File: src/rtl/order_book_pkg.sv
// Shared definitions for the order-book datapath: price width, the empty-slot
// markers the matching engine recognises, the legal price range, the order
// generator FSM states, and a saturating price clamp.
//
// No ports (package).
package order_book_pkg;

  localparam int PRICE_W = 8;

  // An empty slot in the engine's shift window is a bid of 0 and an ask of FF.
  // Real orders are kept strictly inside these so they never look empty.
  localparam logic [PRICE_W-1:0] EMPTY_BID = 8'h00;
  localparam logic [PRICE_W-1:0] EMPTY_ASK = 8'hFF;

  localparam logic [PRICE_W-1:0] PRICE_MIN = 8'd1;
  localparam logic [PRICE_W-1:0] PRICE_MAX = 8'd254;

  typedef enum logic {
    IDLE = 1'b0,
    RUN  = 1'b1
  } gen_state_t;

  // Saturate a 10-bit signed intermediate price into PRICE_MIN..PRICE_MAX.
  function automatic logic [PRICE_W-1:0] clamp_price(input logic signed [9:0] p);
    logic [PRICE_W-1:0] result;
    if (p < 10'sd1) begin
      result = PRICE_MIN;
    end else if (p > 10'sd254) begin
      result = PRICE_MAX;
    end else begin
      result = p[PRICE_W-1:0];
    end
    return result;
  endfunction

endpackage

File: src/rtl/order_generator_lfsr16.sv
// lfsr16: 16-bit Fibonacci LFSR, taps 16/14/13/11.
//
// Ports:
//   clk        in   system clock
//   reset      in   asynchronous, active-low reset (loads the seed)
//   advance    in   step the register on this edge
//   value_next out  value the register takes on the next advance
//
// The next value is exposed rather than the current one because consumers
// derive their fields from the freshly stepped state on the same edge.
// A seed of zero would lock the register up, so it is replaced by 1.
module lfsr16 #(
  parameter logic [15:0] SEED = 16'hACE1
) (
  input  logic        clk,
  input  logic        reset,
  input  logic        advance,
  output logic [15:0] value_next
);

  localparam logic [15:0] SEED_EFF = (SEED == 16'h0000) ? 16'h0001 : SEED;

  logic [15:0] value;

  // Feedback bit shifted into the LSB.
  always_comb begin
    value_next = {value[14:0], value[15] ^ value[13] ^ value[12] ^ value[10]};
  end

  // State register; only moves when the consumer asks for a new value.
  always_ff @(posedge clk or negedge reset) begin
    if (!reset) begin
      value <= SEED_EFF;
    end else if (advance) begin
      value <= value_next;
    end
  end

endmodule

File: src/rtl/order_generator.sv
// order_generator: pseudo-random order-stream source for the matching engine.
// Emits buy/sell price pairs around a random-walk mid price at most once every
// RATE_DIV cycles, either continuously or as a fixed-length burst, and drives
// the empty markers (bid 00, ask FF) on every cycle without an order.
//
// Optional build macro ORDER_GEN_CROSS_INJECT_EN: every 16th order is forced
// to buy = sell = new mid so the engine is guaranteed to see a match.
//
// Ports:
//   clk          in   system clock
//   reset        in   asynchronous, active-low reset
//   start        in   single-cycle request to begin generating
//   stop         in   single-cycle abort back to idle (beats start and orders)
//   burst_len    in   [7:0] sampled at start; 0 = continuous, N = N orders
//   buy_price    out  [7:0] registered bid; 0 when no order
//   sell_price   out  [7:0] registered ask; FF when no order
//   order_strobe out  high for the cycle an order is presented
//   busy         out  high while running
//   mid_price    out  [7:0] current random-walk mid
//   order_count  out  [15:0] orders emitted since reset, wrapping
module order_generator
  import order_book_pkg::*;
#(
  parameter int          RATE_DIV    = 4,
  parameter int          SPREAD_BITS = 3,
  parameter logic [15:0] SEED        = 16'hACE1,
  parameter int          MID_INIT    = 128
) (
  input  logic        clk,
  input  logic        reset,
  input  logic        start,
  input  logic        stop,
  input  logic [7:0]  burst_len,
  output logic [7:0]  buy_price,
  output logic [7:0]  sell_price,
  output logic        order_strobe,
  output logic        busy,
  output logic [7:0]  mid_price,
  output logic [15:0] order_count
);

  localparam logic [7:0] RATE_LAST = 8'(RATE_DIV - 1);
  localparam logic [7:0] MID_RESET = 8'(MID_INIT);

  gen_state_t  state;
  gen_state_t  state_next;
  logic [7:0]  rate_cnt;
  logic [7:0]  remaining;
  logic        continuous;
  logic        order_due;

  logic [15:0] lfsr_n;
  logic        lfsr_unused;

  logic signed [9:0] step;
  logic signed [9:0] mid_sum;
  logic signed [9:0] buy_raw;
  logic signed [9:0] sell_raw;
  logic [9:0]        off_buy;
  logic [9:0]        off_sell;
  logic [7:0]        new_mid;
  logic [7:0]        buy_next;
  logic [7:0]        sell_next;

  lfsr16 #(
    .SEED(SEED)
  ) u_lfsr (
    .clk       (clk),
    .reset     (reset),
    .advance   (order_due),
    .value_next(lfsr_n)
  );

  // Only the low fields of the LFSR are consumed; fold the rest away.
  assign lfsr_unused = ^lfsr_n;

  assign busy = (state == RUN);

  // Next-state logic. Stop wins over start and over a due order, so a stop
  // edge never emits. A burst leaves RUN on the same edge as its last order.
  always_comb begin
    state_next = state;
    order_due  = 1'b0;
    case (state)
      IDLE: begin
        if (start && !stop) begin
          state_next = RUN;
        end
      end
      RUN: begin
        if (stop) begin
          state_next = IDLE;
        end else if (rate_cnt == RATE_LAST) begin
          order_due = 1'b1;
          if (!continuous && remaining == 8'd1) begin
            state_next = IDLE;
          end
        end
      end
      default: state_next = IDLE;
    endcase
  end

  // Price datapath, all fields taken from the stepped LFSR value. Arithmetic
  // is 10-bit signed so mid +/- offset can go past 0..255 before clamping.
  always_comb begin
    step = 10'sd0;
    case (lfsr_n[1:0])
      2'b01:   step = 10'sd1;
      2'b10:   step = -10'sd1;
      default: step = 10'sd0;
    endcase

    off_buy  = 10'(lfsr_n[2 +: SPREAD_BITS]) + 10'd1;
    off_sell = 10'(lfsr_n[2 + SPREAD_BITS +: SPREAD_BITS]) + 10'd1;

    mid_sum  = $signed({2'b00, mid_price}) + step;
    new_mid  = clamp_price(mid_sum);
    buy_raw  = $signed({2'b00, new_mid}) - $signed(off_buy);
    sell_raw = $signed({2'b00, new_mid}) + $signed(off_sell);

    buy_next  = EMPTY_BID;
    sell_next = EMPTY_ASK;
    if (order_due) begin
      buy_next  = clamp_price(buy_raw);
      sell_next = clamp_price(sell_raw);
`ifdef ORDER_GEN_CROSS_INJECT_EN
      // Every 16th order crosses at the mid so the engine must match it.
      if (order_count[3:0] == 4'hF) begin
        buy_next  = new_mid;
        sell_next = new_mid;
      end
`endif
    end
  end

  // Registered state. Output prices fall back to the empty markers on every
  // non-order edge; mid and the LFSR only move on order edges.
  always_ff @(posedge clk or negedge reset) begin
    if (!reset) begin
      state        <= IDLE;
      rate_cnt     <= 8'd0;
      remaining    <= 8'd0;
      continuous   <= 1'b0;
      buy_price    <= EMPTY_BID;
      sell_price   <= EMPTY_ASK;
      order_strobe <= 1'b0;
      mid_price    <= MID_RESET;
      order_count  <= 16'd0;
    end else begin
      state        <= state_next;
      buy_price    <= buy_next;
      sell_price   <= sell_next;
      order_strobe <= order_due;

      if (order_due) begin
        mid_price   <= new_mid;
        order_count <= order_count + 16'd1;
        if (!continuous) begin
          remaining <= remaining - 8'd1;
        end
      end

      if (state == IDLE) begin
        rate_cnt <= 8'd0;
        if (start && !stop) begin
          remaining  <= burst_len;
          continuous <= (burst_len == 8'd0);
        end
      end else if (stop || rate_cnt == RATE_LAST) begin
        rate_cnt <= 8'd0;
      end else begin
        rate_cnt <= rate_cnt + 8'd1;
      end
    end
  end

endmodule
File: config.mk
export PLATFORM = sky130hd
export DESIGN_NAME = order_generator
export DESIGN_NICKNAME = d
export VERILOG_FILES = /design/src/rtl/order_book_pkg.sv /design/src/rtl/order_generator_lfsr16.sv /design/src/rtl/order_generator.sv
export SDC_FILE = /design/constraint.sdc
export NUM_CORES = 1
export LEC_CHECK = 0
export CAP_MARGIN = 20
export CORE_MARGIN = 2
export CORE_UTILIZATION = 57
export DETAILED_ROUTE_END_ITERATION = 8
export PLACE_DENSITY = 0.81
export SYNTH_ARGS = -nofsm -noshare
export SYNTH_HDL_FRONTEND = slang
export SYNTH_HIERARCHICAL = 1
export SYNTH_SLANG_ARGS = --single-unit
File: constraint.sdc
create_clock -name clk -period 7.3 [get_ports clk]
set_clock_uncertainty 0.1 [all_clocks]
set_input_delay 1.46 -clock clk [delete_from_list [all_inputs] [get_ports clk]]
set_output_delay 1.46 -clock clk [all_outputs]
set_load 0.1 [all_outputs]
==> results.json, run 1 <==
{
  "antenna_found_initial": 0,
  "synth_cells": 460,
  "post-cts-setup-buffer-count": 0,
  "end_kind": "flip-flop",
  "critical-path-slowest-cell": "ha_1",
  "cpPeakStageDelay_ns": 0.66,
  "drive_above_1_share_pct": 14.2,
  "tightestPinTransition_ns": 0.986,
  "vias": 3504,
  "fin_nets": 531,
  "fp-row-count": 32,
  "cts_root_buffer": "clkbuf_8",
  "hold_class": "flip-flop to flip-flop",
  "yosysWarnings": 6,
  "setup_viol": 0,
  "antennaDiodeCount": 0,
  "drtIter0Drc": 235,
  "clock_sinks": 75,
  "timing.fmax_mhz": 150,
  "cts_buffers": 9,
  "finalCritPeriodShare_pct": 91.4,
  "relSlewSlack_pct": 34.1,
  "critPathKind": "flip-flop to flip-flop",
  "grt_overflow_total": 0,
  "grt_pass1_wl_um": 15100,
  "pre_cts_slack_ns": 0.649,
  "seqCellArea_mm2": 0.00190,
  "grt_pass1_vias": 3198,
  "ant_nets": 0,
  "path_cells": "xor2_1, xnor2_1, inv_1, ha_1, xor2_1, ha_1, and4bb_2, a211o_1, or2_4, xnor2_1, nand2_1, or4_1, o21ai_1, o21bai_1, inv_1, ha_1, nor2b_1, o21ai_0, nor2b_1, o21ai_0, a211oi_2, nand3_1, a221o_1",
  "hold_buffers": 0,
  "grt_max_degree": 76,
  "gp_congestion": 0.911,
  "finalSetupTns_ns": 0,
  "peakVddDrop_mv": 0.112,
  "cts-resized-gates": 0,
  "grt_usage_pct": 22.0,
  "required_ns": 7.48,
  "rsz0062_at_grt": "false",
  "path_max_fanout": 24,
  "critPathLaunchType": "flip-flop",
  "fillers": 596,
  "drv_slew": 0,
  "post_drt_wl_per_cell_um": 14.8,
  "cap_violations": 0,
  "cts_buffer_depth": 2,
  "dpl.hpwl_um": 6490,
  "drc": 0,
  "power_leakage_nw": 2.24,
  "outcome": "completed",
  "finalCriticalPeriod_ns": 6.68,
  "start_util_pct": 58.7,
  "multiInputGateArea_mm2": 0.00239,
  "die_h_um": 93.0,
  "setup_slack_ns": 0.624,
  "die_x_um": 93.0,
  "insertion_delay_ns": 0.36,
  "crit_family": "compound AO/OA/AOI/OAI gates",
  "cts.clk_slew.worst_paths_ns": 0.09,
  "coreArea_mm2": 0.00769,
  "numPortBuffers": 53,
  "cts_max_level": 3,
  "hold_violations": 0,
  "cts_tree": "built",
  "vias_per_cell": 5.74,
  "power_density_mw_per_mm2": 151,
  "cp.arrival_ns": 6.86,
  "synth_nets": 488,
  "crit_buf_inv": 2,
  "syn-cell-area_mm2": 0.00451,
  "wl_um": 9050,
  "synth.avg_cell_area_um2": 9.81,
  "num_io_pins": 54,
  "cp_common_cell": "ha_1",
  "area_growth_pct": 16.2,
  "dieArea_mm2": 0.00865,
  "drt-pass1-iter-count": 5
}
## state kept, by name, summed over array words and instances, names as in the netlist
signal and flops:
mid_price 8, order_count 16, busy 1, continuous 1
buy_price 8, u_lfsr/value 16, remaining 8, rate_cnt 8
sell_price 8, order_strobe 1
## power by group
group | leakage (nW) | switching (mW) | total (mW) | internal (mW)
sequential | 0.967 | 0.00982 | 0.436 | 0.426
clock | 0.0804 | 0.169 | 0.296 | 0.128
combinational | 1.19 | 0.0373 | 0.0620 | 0.0247
total | 2.24 | 0.216 | 0.794 | 0.579
## path summary, 6_finish.rpt
kind / startpoint / endpoint / slack [ns] / cells past startpoint
setup / recovery: u_lfsr/value[10] / sell_price[0] / 0.62 / 23
hold / removal: order_count[8] / order_count[8] / 0.40 / 1
setup reg to reg: u_lfsr/value[10] / sell_price[0] / 0.62 / 23
hold reg to reg: order_count[8] / order_count[8] / 0.40 / 1
max in group asynchronous: reset / mid_price[3] / 5.30 / 2
min in group asynchronous: reset / mid_price[5] / 1.19 / 2
## worst reg2reg max path, stage by stage (launching register included)
cell      delay [ns]
dfstp_2         0.55
xor2_1          0.16
xnor2_1         0.10
inv_1           0.08
ha_1            0.66
xor2_1          0.15
ha_1            0.26
and4bb_2        0.24
a211o_1         0.27
or2_4           0.26
xnor2_1         0.45
nand2_1         0.16
or4_1           0.42
o21ai_1         0.26
o21bai_1        0.25
inv_1           0.16
ha_1            0.30
nor2b_1         0.12
o21ai_0         0.18
nor2b_1         0.48
o21ai_0         0.23
a211oi_2        0.31
nand3_1         0.14
a221o_1         0.33
## through the flow
step	hold WS [ns]	util, %	cell area (µm²)	total power, mW	cells
floorplan	0.369	-	4510	0.480	460
global placement	0.362	65.4	5030	0.504	592
detailed placement	0.388	65.4	5030	0.506	592
CTS	0.400	67.8	5210	0.802	608
global route	0.421	68.2	5250	0.829	610
finish	0.396	68.2	5250	0.794	610
## cell usage in the layout, fill, tap and decap left out, types with 3 or more instances in the layout
cell type        count
o31ai_1              4
nor2b_1              9
o21ai_1              7
mux2_2              18
xor2_1              26
or3_1                3
mux2i_1              3
ha_1                14
nor4_1               7
o2111ai_1            3
nor3_1              10
nand2b_1             7
xnor2_1             25
clkbuf_8             9
nand4_1              7
nor2_1              30
nand2_1             43
a21oi_2              3
o21ai_0             19
clkdlybuf4s50_1     52
nand3_1             22
inv_1               18
a22oi_1              3
dfstp_2             17
a21o_1               5
clkinvlp_4           4
buf_4                4
and2_1               4
a21oi_1             11
dfrtp_1             58
and3_1              11
## layer usage
| layer | track usage [%] | routed length, µm | vias to the layer above |
|---|---|---|---|
| li1 | - | - | 1707 |
| met5 | 0 | 0 | - |
| met4 | 7.72 | 158 | 0 |
| met1 | 29.7 | 4040 | 1671 |
| met2 | 35.8 | 4410 | 105 |
| met3 | 3.79 | 447 | 21 |
## cell type report
class	count	share of cell area, %
Clock buffer	9	2.36
Clock inverter	7	1.12
Inverter	18	1.29
Multi-Input combinational cell	341	45.5
Sequential cell	75	36.2
Tap cell	102	2.43
Timing Repair Buffer	58	11.1
Note: power is estimated with default switching activity, not from simulation.
==> inputs of run 2 (changes only) <==
--- a/config.mk
+++ b/config.mk
@@ -5,6 +5,7 @@
 export SDC_FILE = /design/constraint.sdc
 export NUM_CORES = 1
 export LEC_CHECK = 0
+export ABC_AREA = 0
 export CAP_MARGIN = 20
 export CORE_MARGIN = 2
 export CORE_UTILIZATION = 57
==> results of run 2 <==
Same layout as run 1: the final DEF is identical, and so are final timing and power.
